## config.mk

```make
export PLATFORM = sky130hd
export DESIGN_NAME = ch_rr_sched
export DESIGN_NICKNAME = d
export VERILOG_FILES = /design/src/rtl/ch_rr_sched.sv
export SDC_FILE = /design/constraint.sdc
export NUM_CORES = 1
export LEC_CHECK = 0
export ABC_AREA = 0
export BUFFER_PORTS_ARGS = -buffer_cell sky130_fd_sc_hd__clkbuf_2
export CAP_MARGIN = 20
export CORE_MARGIN = 2
export CORE_UTILIZATION = 60
export CTS_BUF_LIST = sky130_fd_sc_hd__clkbuf_8
export DETAILED_ROUTE_END_ITERATION = 12
export PLACE_DENSITY = 0.89
export SLEW_MARGIN = 10
export SYNTH_ARGS = -nofsm -noshare
export SYNTH_HDL_FRONTEND = slang
export SYNTH_SLANG_ARGS = --single-unit
```

## constraint.sdc

```tcl
create_clock -name clk_i -period 6.1 [get_ports clk_i]
set_input_delay 1.525 -clock clk_i [delete_from_list [all_inputs] [get_ports clk_i]]
set_output_delay 1.525 -clock clk_i [all_outputs]
set_load 0.02 [all_outputs]
```

## src/rtl/ch_rr_sched.sv

```systemverilog
// ch_rr_sched: five-entry request buffer with a round-robin issue scheduler.
// Producers write into the lowest free entry. A rotating read pointer picks
// which valid entry is offered downstream, and a stalled offer is held stable.

module ch_rr_sched #(
   parameter int DATA_W = 32
) (
   input  logic              clk_i,
   input  logic              rst_ni,
   input  logic              flush_i,
   input  logic              alloc_valid_i,
   output logic              alloc_ready_o,
   input  logic [DATA_W-1:0] alloc_data_i,
   output logic [2:0]        alloc_id_o,
   output logic              iss_valid_o,
   input  logic              iss_ready_i,
   output logic [DATA_W-1:0] iss_data_o,
   output logic [2:0]        iss_id_o,
   output logic [2:0]        count_o
);

   localparam int N = 5;

   logic [N-1:0]      entryValid_q, entryValid_d;
   logic [DATA_W-1:0] payload_q [N];
   logic [2:0]        rdPtr_q, rdPtr_d;
   logic              lock_q, lock_d;
   logic [2:0]        lockId_q, lockId_d;
   logic [2:0]        count_q, count_d;

   logic              anyValid;
   logic              allocHs;
   logic              issHs;
   logic [2:0]        allocId;
   logic [2:0]        searchId;
   logic [2:0]        sel;
   logic [2:0]        nextPtr;
   logic [3:0]        rotSum;

   // Lowest-index free entry; scanning downward lets the smallest index win.
   always_comb begin
      allocId = 3'd0;
      for (int i = N - 1; i >= 0; i--) begin
         if (!entryValid_q[i]) allocId = 3'(i);
      end
   end

   // First valid entry at or after the read pointer, wrapping mod 5.
   always_comb begin
      searchId = 3'd0;
      rotSum   = 4'd0;
      for (int k = N - 1; k >= 0; k--) begin
         rotSum = {1'b0, rdPtr_q} + 4'(k);
         if (rotSum >= 4'd5) rotSum = rotSum - 4'd5;
         if (entryValid_q[rotSum[2:0]]) searchId = rotSum[2:0];
      end
   end

   assign anyValid      = |entryValid_q;
   assign sel           = lock_q ? lockId_q : searchId;
   assign nextPtr       = (sel == 3'd4) ? 3'd0 : sel + 3'd1;

   assign alloc_ready_o = ~(&entryValid_q) & ~flush_i;
   assign alloc_id_o    = allocId;
   assign iss_valid_o   = anyValid & ~flush_i;
   assign iss_id_o      = sel;
   assign iss_data_o    = anyValid ? payload_q[sel] : '0;
   assign count_o       = count_q;

   assign allocHs       = alloc_valid_i & alloc_ready_o;
   assign issHs         = iss_valid_o & iss_ready_i;

   // Next-state: issue frees and advances, stall locks the offer, alloc fills.
   always_comb begin
      entryValid_d = entryValid_q;
      rdPtr_d      = rdPtr_q;
      lock_d       = lock_q;
      lockId_d     = lockId_q;
      count_d      = count_q;
      if (flush_i) begin
         entryValid_d = '0;
         rdPtr_d      = 3'd0;
         lock_d       = 1'b0;
         count_d      = 3'd0;
      end else begin
         if (issHs) begin
            entryValid_d[sel] = 1'b0;
            rdPtr_d           = nextPtr;
            lock_d            = 1'b0;
         end else if (iss_valid_o) begin
            lock_d   = 1'b1;
            lockId_d = sel;
         end
         if (allocHs) entryValid_d[allocId] = 1'b1;
         case ({allocHs, issHs})
            2'b10:   count_d = count_q + 3'd1;
            2'b01:   count_d = count_q - 3'd1;
            default: count_d = count_q;
         endcase
      end
   end

   // Scheduler state register with asynchronous clear.
   always_ff @(posedge clk_i or negedge rst_ni) begin
      if (!rst_ni) begin
         entryValid_q <= '0;
         rdPtr_q      <= 3'd0;
         lock_q       <= 1'b0;
         lockId_q     <= 3'd0;
         count_q      <= 3'd0;
      end else begin
         entryValid_q <= entryValid_d;
         rdPtr_q      <= rdPtr_d;
         lock_q       <= lock_d;
         lockId_q     <= lockId_d;
         count_q      <= count_d;
      end
   end

   // Payload storage is write-only on allocation and never cleared.
   always_ff @(posedge clk_i) begin
      if (allocHs) payload_q[allocId] <= alloc_data_i;
   end

endmodule

```

After elaboration in Yosys (flattened, before gate mapping)
Memory sizes are Yosys's and may differ from the RTL's.
Index checks and enable logic that the tools add are counted.
{"block": "word_totals", "register_bits": 15, "mem_bits_rw": 160, "input_bits": 37, "memories": 1}
{"memory": "payload_q", "words": 5, "width": 32, "read_ports": 1, "rd_ports_with_merged_regs": 0, "wr": 1, "line": "25", "source": "logic [DATA_W-1:0] payload_q [N];"}
{"block": "op_classes", "n_addsub": 12, "n_lt_le_gt_ge": 14, "eq_ne": 3, "n_mux": 45, "bitwise": 10, "n_reduce_logical": 8}
{"op": "two-way mux 3 bit", "count": 20}
{"op": "two-way mux 32 bit", "count": 1}
{"op": "< comparator 3 x 4 -> 1 bit (second input constant)", "count": 7}
{"op": "two-way mux 5 bit", "count": 4}
{"op": "greater-or-equal comparator 4 x 3 -> 1 bit (second input constant)", "count": 4}
{"op": "binary-select mux 1 bit (select 3 bit)", "count": 5}
{"op": "subtractor 3 bit (second input constant)", "count": 5}
{"op": "two-way mux 1 bit", "count": 12}
{"op": "adder 3 x 2 -> 4 bit (second input constant)", "count": 2}
{"op": "adder 3 x 1 -> 3 bit (second input constant)", "count": 2}
{"op": "demux 1 bit (select 3 bit)", "count": 2}
{"op": "greater-or-equal comparator 3 x 1 -> 1 bit (second input constant)", "count": 2}
{"op": "case mux 3 bit (2 select lines)", "count": 1}
{"op": "nonzero test 3 bit", "count": 2}
{"op": "AND 5 bit", "count": 1}
{"op": "NOT 5 bit", "count": 1}
{"op": "OR 5 bit", "count": 1}
{"op": "AND reduction 5 bit", "count": 1}
{"op": "OR reduction 5 bit", "count": 1}
{"op": "adder 3 x 1 -> 4 bit (second input constant)", "count": 1}
{"op": "adder 3 x 3 -> 4 bit (second input constant)", "count": 1}
{"op": "AND 1 bit", "count": 4}
{"op": "== test 3 bit (second input constant)", "count": 1}
{"op": "greater-or-equal comparator 3 bit (second input constant)", "count": 1}
{"op": "7 further kinds", "count": 10}

Logic depth before layout (Yosys ltp)
Gate-level depths: netlist of run 1.
{"block": "logic_depth", "depth_word": 22, "ltp_mapped": 18, "mapped_depth_nobuf": 15}

Worst setup path before layout of run 1
No wires, ideal clock.
{"block": "synth_timing", "path_kind": "register -> output", "start": "register rdPtr_q[1]", "end": "output iss_data_o[0]", "arrival_ns": 3.555, "t_required_ns": 4.575, "slack_ns": 1.020, "path_stages_with_launch": 14, "path_cell_list": "dfrtp_1 > clkbuf_1 > inv_1 > ha_1 > ha_1 > clkbuf_1 > o22a_1 > nor2b_1 > nor2_1 > a221o_1 > o31a_4 > nand3b_4 > buf_6 > o221ai_2"}
{"block": "synth_between", "elab_chain_cells": 13, "word_cells_on_any_way": 37, "classes_between": "add/sub (9); order compare (5); mux (22); memory (1)"}
{"element": "from (decl)", "line": "26", "source": "logic [2:0] rdPtr_q, rdPtr_d;"}
{"element": "from (signal assigned)", "line": "113", "source": "rdPtr_q <= rdPtr_d;"}
{"element": "adder 3 x 3 -> 4 bit", "line": "53", "source": "rotSum = {1'b0, rdPtr_q} + 4'(k);"}
{"element": "greater-or-equal comparator 4 x 3 -> 1 bit / subtractor 3 bit (equally long branches)", "line": "54", "source": "if (rotSum >= 4'd5) rotSum = rotSum - 4'd5;"}
{"element": "two-way mux 3 bit", "line": "54"}
{"element": "binary-select mux 1 bit (select 3 bit)", "line": "55", "source": "if (entryValid_q[rotSum[2:0]]) searchId = rotSum[2:0];"}
{"element": "two-way mux 1 bit (not written as such)", "line": "55"}
{"element": "two-way mux 3 bit (4 in series)", "line": "55"}
{"element": "two-way mux 3 bit *", "line": "55"}
{"element": "two-way mux 3 bit *", "line": "60", "source": "assign sel = lock_q ? lockId_q : searchId;"}
{"element": "memory read (5 x 32 bit) *"}
{"element": "two-way mux 32 bit *", "line": "67", "source": "assign iss_data_o = anyValid ? payload_q[sel] : '0;"}
{"element": "to (decl)", "line": "17", "source": "output logic [DATA_W-1:0] iss_data_o,"}
Mark *: on every way between the ends. The rest lies on a longest branch, timed or not. The select of a mux whose other input is x is not followed.

Worst setup path in the final report of run 1
{"block": "layout_timing", "start": "register rdPtr_q[1]", "end": "output iss_data_o[7]"}
Same word-level chain as after synthesis.

==> results of run 1 <==
final cells by class:
| type | instances | share of cell area [%] |
|---|---|---|
| flip-flops and latches | 175 | 55.3 |
| multi-input cells | 353 | 31.2 |
| repair buffers | 99 | 6.40 |
| clock buffers | 17 | 2.50 |
| well taps | 180 | 2.40 |
| clock inverters | 15 | 1.54 |
| inverters | 17 | 0.681 |
critical path, cell delays in order, from the launching register on:
cell and delay, ns:
dfrtp_1 0.59, inv_1 0.23, ha_1 0.35, a221oi_4 0.41, o211ai_2 0.16, a221oi_2 0.43
nor2_1 0.08, a221o_1 0.34, o31a_4 0.41, nand3b_4 0.25, buf_4 0.25, o221ai_2 0.23
clkbuf_2 0.21
path summary, 6_finish.rpt:
check | to | slack (ns) | cells after the start
max | iss_data_o[7] | 0.18 | 12
min | lockId_q[1]$_DFFE_PN0P_ | 0.55 | 1
max reg2reg | rdPtr_q[2]$_DFFE_PN0N_ | 2.26 | 14
min reg2reg | lockId_q[1]$_DFFE_PN0P_ | 0.55 | 1
max in group asynchronous | lockId_q[0]$_DFFE_PN0P_ | 4.83 | 1
min in group asynchronous | rdPtr_q[0]$_DFFE_PN0N_ | 0.98 | 1
layout by cell type (no fill, tap or decap), types with 4 or more instances in the layout:
cell / count
edfxtp_1: 160
clkbuf_2: 79
mux2i_1: 72
nand2_1: 56
o221ai_2: 30
nor2_1: 24
clkbuf_8: 17
inv_1: 16
a21oi_1: 15
dfrtp_1: 15
buf_4: 15
nand3_1: 10
nand2b_1: 10
o21ai_0: 9
ha_1: 9
a31oi_1: 7
nor3_1: 5
o211ai_1: 4
and2_1: 4
clkinv_2: 4
buf_12: 4
kinds of logic (layout without fill, tap and decap cells):
family / after synthesis / count (layout)
flops: 175 / 175
simple gates: 137 / 137
compound gates: 124 / 124
mux: 76 / 76
buf+inv: 51 / 148
fa+ha+maj: 12 / 12
xor+xnor: 4 / 4
timing repair:
action                                 CTS  global route
buffers inserted                         3             0
gates resized for setup                  2             4
endpoints found under the hold margin    0             0
pin swaps                                0             1
setup endpoints to repair               31            32
power breakdown:
group | internal (uW) | leakage [uW] | switching (uW)
Combinational | 382 | 0.00180 | 568
Sequential | 1340 | 0.00165 | 22.0
Clock | 361 | 0.000198 | 406
through the flow:
step | worst slack [ns] | utilization, % | cell area (um^2) | hold slack [ns] | std cells
2_1_floorplan | 1.02 | - | 8320 | 0.483 | 579
3_3_place_gp | 0.360 | 65.1 | 8930 | 0.502 | 821
3_5_place_dp | 0.268 | 65.1 | 8930 | 0.538 | 821
4_1_cts | 0.0524 | 68.2 | 9350 | 0.558 | 856
5_1_grt | 0.00808 | 68.3 | 9370 | 0.568 | 856
6_report | 0.176 | 68.3 | 9370 | 0.553 | 856
registers in the layout (all words and copies together), names as in the netlist:
register,flops
payload_q,160
lock_q,1
lockId_q,3
count_o,3
rdPtr_q,3
entryValid_q,5
per-layer routing:
metal | up-vias | global-route usage, % | wire length (um)
met1 | 2661 | 32.3 | 7460
met3 | 38 | 6.46 | 1070
met4 | 0 | 9.91 | 393
met5 | - | 0 | 0
li1 | 2450 | - | -
met2 | 190 | 41.7 | 9080
==> flow_metrics.env, run 1 <==
export IMPL_status="finished, final reports clean"
export IMPL_io_pins=80
export IMPL_hold_viol=0
export IMPL_cts_clk_slew_worst_paths_ns=0.09
export IMPL_area_growth_pct=12.5
export IMPL_yosysSeqAreaShare_pct=62.2
export IMPL_cts_made_buffers=17
export IMPL_grt_ovfl_total=0
export IMPL_cts_root_buf="clkbuf_8"
export IMPL_die_area_um2=14800
export IMPL_tightest_slew_ns=0.946
export IMPL_vias_per_cell=6.24
export IMPL_antenna_found_initial=0
export IMPL_start_util_pct=60.7
export IMPL_p_leak_uw=0.00365
export IMPL_place_congestion=0.930
export IMPL_synth_async_reset_ratio_pct=8.57
export IMPL_crit_path_start_kind="flip-flop"
export IMPL_ys_ff_latch=175
export IMPL_netlist_instances=579
export IMPL_muxShareOfSynthArea_pct=9.33
export IMPL_synth_fa_ha_area_share_pct=1.98
export IMPL_grt_max_degree=39
export IMPL_first_global_vias=5295
export IMPL_wire_per_inst_um=21.0
export IMPL_period_needed_ns=5.92
export IMPL_drt_iter0_drc=499
export IMPL_synth_top_area_share_pct=57.7
export IMPL_vias=5339
export IMPL_hpwl_um=11400
export IMPL_synth_top_area_cell="edfxtp_1"
export IMPL_p_per_area_nw_per_um2=329
export IMPL_timing_final_crit_share_pct=97.1
export IMPL_num_antenna_cells=0
export IMPL_fill_cells=901
export IMPL_reg2reg_from="rdPtr_q[1]$_DFFE_PN0N_"
export IMPL_crit_fanout=10
export IMPL_max_freq_mhz=169
export IMPL_final_nets=712
export IMPL_synth_simple_area_share_pct=8.07
export IMPL_multi_input_area_um2=2920
export IMPL_grt_pass1_wl_um=27900
export IMPL_max_slew_margin_pct=36.9
export IMPL_synth_xor_area_share_pct=0.421
export IMPL_syn_area_um2=8320
export IMPL_cts_hold_buffers_added=0
export IMPL_drv_cap=0
export IMPL_core_um2=13700
export IMPL_grt_total_usage_pct=25.3
export IMPL_drtAntennaViolNets=0
export IMPL_synth_edff_count=160
export IMPL_rsz0062_at_grt="no"
export IMPL_hold_class="reg -> reg"
export IMPL_synth_flop_cell="edfxtp_1"
export IMPL_seqCellArea_um2=5180
export IMPL_clock_sinks=175
export IMPL_portBuffers=79
export IMPL_synth_top_family_by_area="compound AO/OA/AOI/OAI gates"
export IMPL_synth_compound_area_share_pct=14.6
export IMPL_crit_start="rdPtr_q[1]$_DFFE_PN0N_"
export IMPL_crit_required_ns=4.58
export IMPL_drc_errors=0
export IMPL_clock_skew_ns=0.00585
export IMPL_htreeDepth=4
export IMPL_drive_above_1_share_pct=28.0
export IMPL_clk_insertion_delay_late_ns=0.46
export IMPL_yosysMostFrequentCell="edfxtp_1"
export IMPL_tritoncts="yes"
export IMPL_ir_worst_vdd_uv=248
export IMPL_rows=43
export IMPL_arrival_ns=4.40
export IMPL_dr_pass1_iters=5
export IMPL_p_total_uw=3080
export IMPL_die_x_um=122
export IMPL_mappedNetlistNets=628
export IMPL_drv_slew=0
export IMPL_cts_buffer_depth=2
export IMPL_setup_viol=0
export IMPL_die_h_um=122
export IMPL_path_class="reg -> out"
export IMPL_hold_start="lockId_q[1]$_DFFE_PN0P_"
export IMPL_netlist_top_cells_area="edfxtp_1, mux2i_1, o221ai_2, dfrtp_1, nand2_1"
export IMPL_synth_top_cells_by_count="edfxtp_1, mux2i_1, nand2_1"
export IMPL_drt_wl_total_um=18000
export IMPL_avgSynthCellArea_um2=14.4
export IMPL_synth_warnings=0
export IMPL_synth_distinct_cells=79
export IMPL_cp_end_kind="primary output"
export IMPL_finalSetupTns_ns=0
Note: power is estimated with default switching activity, not from simulation.
==> run 2: changes to the inputs <==
--- a/config.mk
+++ b/config.mk
@@ -6,13 +6,13 @@
 export NUM_CORES = 1
 export LEC_CHECK = 0
 export ABC_AREA = 0
-export BUFFER_PORTS_ARGS = -buffer_cell sky130_fd_sc_hd__clkbuf_2
 export CAP_MARGIN = 20
 export CORE_MARGIN = 2
-export CORE_UTILIZATION = 60
+export CORE_UTILIZATION = 47
 export CTS_BUF_LIST = sky130_fd_sc_hd__clkbuf_8
 export DETAILED_ROUTE_END_ITERATION = 12
-export PLACE_DENSITY = 0.89
+export DONT_BUFFER_PORTS = 1
+export PLACE_DENSITY = 0.7
 export SLEW_MARGIN = 10
 export SYNTH_ARGS = -nofsm -noshare
 export SYNTH_HDL_FRONTEND = slang
==> run 2 against run 1 <==
Critical endpoint is now iss_data_o[29]. First-iteration DRC count down 15%. Highest routed layer unchanged. Combinational power fell by 7.3%. Final cell count decreased by 4.1%. Largest cell class unchanged. Flip-flop and latch count did not move. Clock power rose by 17%. Worst setup slack better by 0.047 ns. Core utilization down 16 points.
==> flow_metrics.env, run 2 (same netlist as run 1, synthesis figures left out) <==
export IMPL_status="finished, final reports clean"
export IMPL_fill_cells=1434
export IMPL_grt_pass1_wl_um=27800
export IMPL_layout_cells_non_filler=821
export IMPL_place_congestion=0.919
export IMPL_antenna_found_initial=0
export IMPL_multi_input_area_um2=2900
export IMPL_crit_path_start_kind="flip-flop"
export IMPL_dp_cells=789
export IMPL_dr_pass1_iters=4
export IMPL_crit_required_ns=4.58
export IMPL_portBuffers=0
export IMPL_start_util_pct=48.1
export IMPL_arrival_ns=4.35
export IMPL_drc_errors=0
export IMPL_vias=4917
export IMPL_finalSetupTns_ns=0
export IMPL_core_um2=17300
export IMPL_drive_above_1_share_pct=18.6
export IMPL_drv_slew=0
export IMPL_p_leak_uw=0.00332
export IMPL_path_class="reg -> out"
export IMPL_timing_final_crit_share_pct=96.4
export IMPL_layout_setup_ws_ns=0.222
export IMPL_drt_wl_total_um=18000
export IMPL_cts_made_buffers=17
export IMPL_die_x_um=137
export IMPL_crit_path_frequent_cell="inv_1"
export IMPL_top_register="payload_q"
export IMPL_die_area_um2=18800
export IMPL_layout_common_cells="edfxtp_1, mux2i_1, nand2_1, o221ai_2, nor2_1"
export IMPL_period_needed_ns=5.88
export IMPL_tightest_slew_ns=0.950
export IMPL_ctsResizeCount=0
export IMPL_rows=48
export IMPL_seqCellArea_um2=5180
export IMPL_largestRegisters="payload_q: 160 flops, entryValid_q: 5 flops"
export IMPL_largest_register_ff_count=160
export IMPL_setup_viol=0
export IMPL_drv_cap=0
export IMPL_cts_clk_slew_worst_paths_ns=0.10
export IMPL_cts_buffer_depth=2
export IMPL_area_growth_pct=8.87
export IMPL_vias_per_cell=5.99
export IMPL_slowest_delay_ns=0.55
export IMPL_cp_end_kind="primary output"
export IMPL_cp_cell_sequence="inv_1 > ha_1 > inv_1 > fa_1 > or4_4 > o41ai_2 > nor3_2 > a221o_1 > o31a_4 > nand3b_4 > buf_4 > o221ai_2"
export IMPL_ir_worst_vdd_uv=272
export IMPL_cts_hold_buffers_added=0
export IMPL_hold_viol=0
export IMPL_die_h_um=137
export IMPL_io_pins=80
export IMPL_p_per_area_nw_per_um2=346
export IMPL_hpwl_um=11900
export IMPL_hold_class="reg -> reg"
export IMPL_crit_path_top_delay_cell="or4_4"
export IMPL_first_global_vias=5008
export IMPL_cts_root_buf="clkbuf_8"
export IMPL_max_slew_margin_pct=36.7
export IMPL_rsz0062_at_grt="no"
export IMPL_wire_per_inst_um=21.9
export IMPL_grt_total_usage_pct=20.0
export IMPL_path_buf_inv=3
export IMPL_grt_max_degree=38
export IMPL_max_freq_mhz=170
export IMPL_place_ws_ns=0.696
export IMPL_drt_iter0_drc=423
export IMPL_htreeDepth=4
export IMPL_drtAntennaViolNets=0
export IMPL_critPathTopFamily="compound AO/OA/AOI/OAI gates"
export IMPL_crit_fanout=14
export IMPL_clk_insertion_delay_late_ns=0.46
export IMPL_num_antenna_cells=0
export IMPL_clock_sinks=175
export IMPL_post_cts_setup_buffers=0
export IMPL_final_nets=632
export IMPL_grt_ovfl_total=0
export IMPL_final_common_cell="edfxtp_1"
export IMPL_tritoncts="yes"
export IMPL_clock_skew_ns=0.0129
## run 2: layout make-up
type | instances | share of cell area, %
clock inverter | 15 | 2.51
sequential | 175 | 57.2
tap | 225 | 3.11
inverter | 17 | 0.704
multi-input combinational | 353 | 31.9
timing repair buffer | 19 | 1.99
clock buffer | 17 | 2.58
## run 2: metal layers
layer	vias to the layer above	GRT usage (%)	routed length (um)
met5	-	0	0
met4	0	6.87	343
met3	27	5.59	1100
met2	154	32.4	8810
met1	2455	25.8	7760
li1	2281	-	-
## run 2: stage by stage
step,utilization (%),hold slack (ns),area [um^2],power (uW)
after floorplan,-,0.483,8320,2090
after global placement,49.7,0.518,8590,2260
after detailed placement,49.7,0.519,8590,2270
after CTS,52.3,0.539,9050,3160
after global routing,52.4,0.547,9060,3270
final,52.4,0.537,9060,3140
## run 2: power by group
part | total, uW | switching [uW] | internal [uW]
logic | 881 | 545 | 336
clock network | 900 | 440 | 460
registers | 1360 | 20.4 | 1340
## run 2: worst register-to-register path, cell delays in order (launching register included)
cell and delay, ns:
dfrtp_1 0.47, inv_1 0.23, ha_1 0.32, ha_1 0.35, a31o_2 0.30, nor4b_1 0.55, a31oi_1 0.15, mux2i_1 0.24
o21ai_4 0.31, buf_4 0.27, inv_2 0.14, o41a_1 0.42
## run 2: path summary, 6_finish.rpt
kind	startpoint	depth (start not counted)	end	slack (ns)
min reg2reg	lockId_q[0]$_DFFE_PN0P_	2	lockId_q[0]$_DFFE_PN0P_	0.54
max in group asynchronous	rst_ni	0	lockId_q[1]$_DFFE_PN0P_	5.27
min	lockId_q[0]$_DFFE_PN0P_	2	lockId_q[0]$_DFFE_PN0P_	0.54
max reg2reg	rdPtr_q[1]$_DFFE_PN0N_	11	entryValid_q[1]$_DFF_PN0_	2.24
min in group asynchronous	rst_ni	0	entryValid_q[3]$_DFF_PN0_	0.74
max	rdPtr_q[0]$_DFFE_PN0N_	12	iss_data_o[29]	0.22
==> run 3: changes to the inputs <==
--- a/config.mk
+++ b/config.mk
@@ -7,6 +7,7 @@
 export LEC_CHECK = 0
 export ABC_AREA = 0
 export CAP_MARGIN = 20
+export CORE_ASPECT_RATIO = 1.5
 export CORE_MARGIN = 2
 export CORE_UTILIZATION = 47
 export CTS_BUF_LIST = sky130_fd_sc_hd__clkbuf_8
==> constraint.sdc (replaced) <==
create_clock -name clk_i -period 6.1 [get_ports clk_i]
set_input_delay 1.525 -clock clk_i [delete_from_list [all_inputs] [get_ports clk_i]]
set_output_delay 1.525 -clock clk_i [all_outputs]
set_load 0.01 [all_outputs]
==> run 3 against run 2 <==
Critical path type unchanged. Core utilization down 0.60 points. Fmax up 1.8%. Global-route usage down 0.88 points.
==> flow_metrics.env, run 3 (same netlist as run 1, synthesis figures left out) <==
export IMPL_status="finished, final reports clean"
export IMPL_cts_buffer_depth=2
export IMPL_area_growth_pct=7.94
export IMPL_hold_start="lockId_q[1]$_DFFE_PN0P_"
export IMPL_wire_per_inst_um=21.4
export IMPL_rsz0062_at_grt="no"
export IMPL_crit_path_top_delay_cell="mux4_2"
export IMPL_grt_total_usage_pct=19.1
export IMPL_drive_above_1_share_pct=18.9
export IMPL_drv_cap=0
export IMPL_clk_insertion_delay_late_ns=0.45
export IMPL_core_um2=17300
export IMPL_hold_class="reg -> reg"
export IMPL_tightest_slew_ns=0.966
export IMPL_die_x_um=113
export IMPL_rr_worst_depth=11
export IMPL_num_antenna_cells=0
export IMPL_cp_cell_sequence="buf_4 > ha_1 > nand2b_1 > mux4_2 > mux2i_1 > o22ai_1 > nand2b_1 > o31a_4 > nand3b_4 > buf_4 > o221ai_2"
export IMPL_io_pins=80
export IMPL_portBuffers=0
export IMPL_top_usage_layer="met2"
export IMPL_period_needed_ns=5.78
export IMPL_clock_skew_ns=0.0255
export IMPL_min_path_cells=1
export IMPL_cts_root_buf="clkbuf_8"
export IMPL_crit_path_start_kind="flip-flop"
export IMPL_grt_use_met2_pct=32.9
export IMPL_die_area_um2=18800
export IMPL_use_met3_pct=5.13
export IMPL_p_total_uw=2940
export IMPL_timing_final_crit_share_pct=94.7
export IMPL_post_cts_setup_buffers=0
export IMPL_hold_viol=0
export IMPL_final_nets=634
export IMPL_grt_pass1_wl_um=27700
export IMPL_reg2reg_to="entryValid_q[1]$_DFF_PN0_"
export IMPL_crit_required_ns=4.58
export IMPL_start_util_pct=48.0
export IMPL_final_common_cell="edfxtp_1"
export IMPL_crit_fanout=37
export IMPL_reg2reg_from="rdPtr_q[0]$_DFFE_PN0N_"
export IMPL_drc_errors=0
export IMPL_cts_clk_slew_worst_paths_ns=0.11
export IMPL_cp_end_kind="primary output"
export IMPL_p_leak_uw=0.00330
export IMPL_holdPathEnd="lockId_q[1]$_DFFE_PN0P_"
export IMPL_grt_ovfl_total=0
export IMPL_ctsResizeCount=0
export IMPL_layout_common_cells="edfxtp_1, mux2i_1, nand2_1, o221ai_2, nor2_1"
export IMPL_clock_sinks=175
export IMPL_grt_max_degree=40
export IMPL_drt_iter0_drc=349
export IMPL_largestRegisters="payload_q: 160 flops, entryValid_q: 5 flops"
export IMPL_max_slew_margin_pct=35.6
export IMPL_tritoncts="yes"
export IMPL_ir_worst_vdd_uv=210
export IMPL_place_congestion=0.895
export IMPL_largest_register_ff_count=160
export IMPL_path_class="reg -> out"
export IMPL_cts_hold_buffers_added=0
export IMPL_rows=59
export IMPL_hpwl_um=11400
export IMPL_vias_per_cell=6.04
export IMPL_slowest_delay_ns=0.56
export IMPL_finalSetupTns_ns=0
export IMPL_first_global_vias=5144
export IMPL_path_buf_inv=2
export IMPL_cts_made_buffers=17
export IMPL_antenna_found_initial=0
export IMPL_critPathTopFamily="multiplexers"
export IMPL_top_register="payload_q"
export IMPL_p_per_area_nw_per_um2=327
export IMPL_arrival_ns=4.25
export IMPL_max_freq_mhz=173
export IMPL_setup_viol=0
export IMPL_drv_slew=0
export IMPL_drt_wl_total_um=17400
export IMPL_vias=4895
export IMPL_htreeDepth=4
export IMPL_r2r_slack_ns=2.32
export IMPL_drtAntennaViolNets=0
export IMPL_dr_pass1_iters=5
export IMPL_grt_use_met1_pct=21.8
export IMPL_die_h_um=167
export IMPL_whs_ns=0.530
-- run 3: changes by cell type in the layout (fill, tap and decap cells not counted), sizes merged --
cell,change
buf,+2
bufinv,-4
clkinvlp,-1
clkinv,+3
inv,+2
-- run 3: metrics by stage --
step / worst slack, ns / std cells / cell area (um^2) / util [%]
global placement: 0.759 / 779 / 8580 / 49.5
global route: 0.0178 / 811 / 8980 / 51.8
CTS: 0.165 / 811 / 8980 / 51.8
floorplan: 1.10 / 579 / 8320 / -
finish: 0.323 / 811 / 8980 / 51.8
detailed placement: 0.706 / 779 / 8580 / 49.5
-- run 3: layout make-up --
cell class / instances / area [um^2]
timing repair buffer: 21 / 183
clock inverter: 15 / 168
sequential: 175 / 5180
inverter: 17 / 63.8
clock buffer: 17 / 234
tap: 213 / 267
multi-input combinational: 353 / 2890
fill: 1432 / 8360
-- run 3: worst max-delay path by stage --
stage / from / end / cells past startpoint
6_report: rdPtr_q[0]$_DFFE_PN0N_ / iss_data_o[20] / 11
5_1_grt: rdPtr_q[0]$_DFFE_PN0N_ / iss_data_o[27] / 11
4_1_cts: rdPtr_q[1]$_DFFE_PN0N_ / iss_data_o[27] / 11
3_5_place_dp: rdPtr_q[1]$_DFFE_PN0N_ / iss_data_o[27] / 11
3_3_place_gp: rdPtr_q[1]$_DFFE_PN0N_ / iss_data_o[27] / 11
2_1_floorplan: rdPtr_q[1]$_DFFE_PN0N_ / iss_data_o[0] / 13
-- run 3: layer usage --
metal	vias to the layer above	part of all wire, %	wire length, um
met1	2416	38	6520
li1	2287	-	-
met4	0	3.5	609
met2	149	53	9240
met3	43	5.8	1010
met5	-	0	0
-- run 3: where the power goes --
| group | switching, uW | internal, uW | total, uW |
|---|---|---|---|
| clock | 455 | 310 | 765 |
| sequential | 19.7 | 1340 | 1360 |
| combinational | 485 | 330 | 815 |
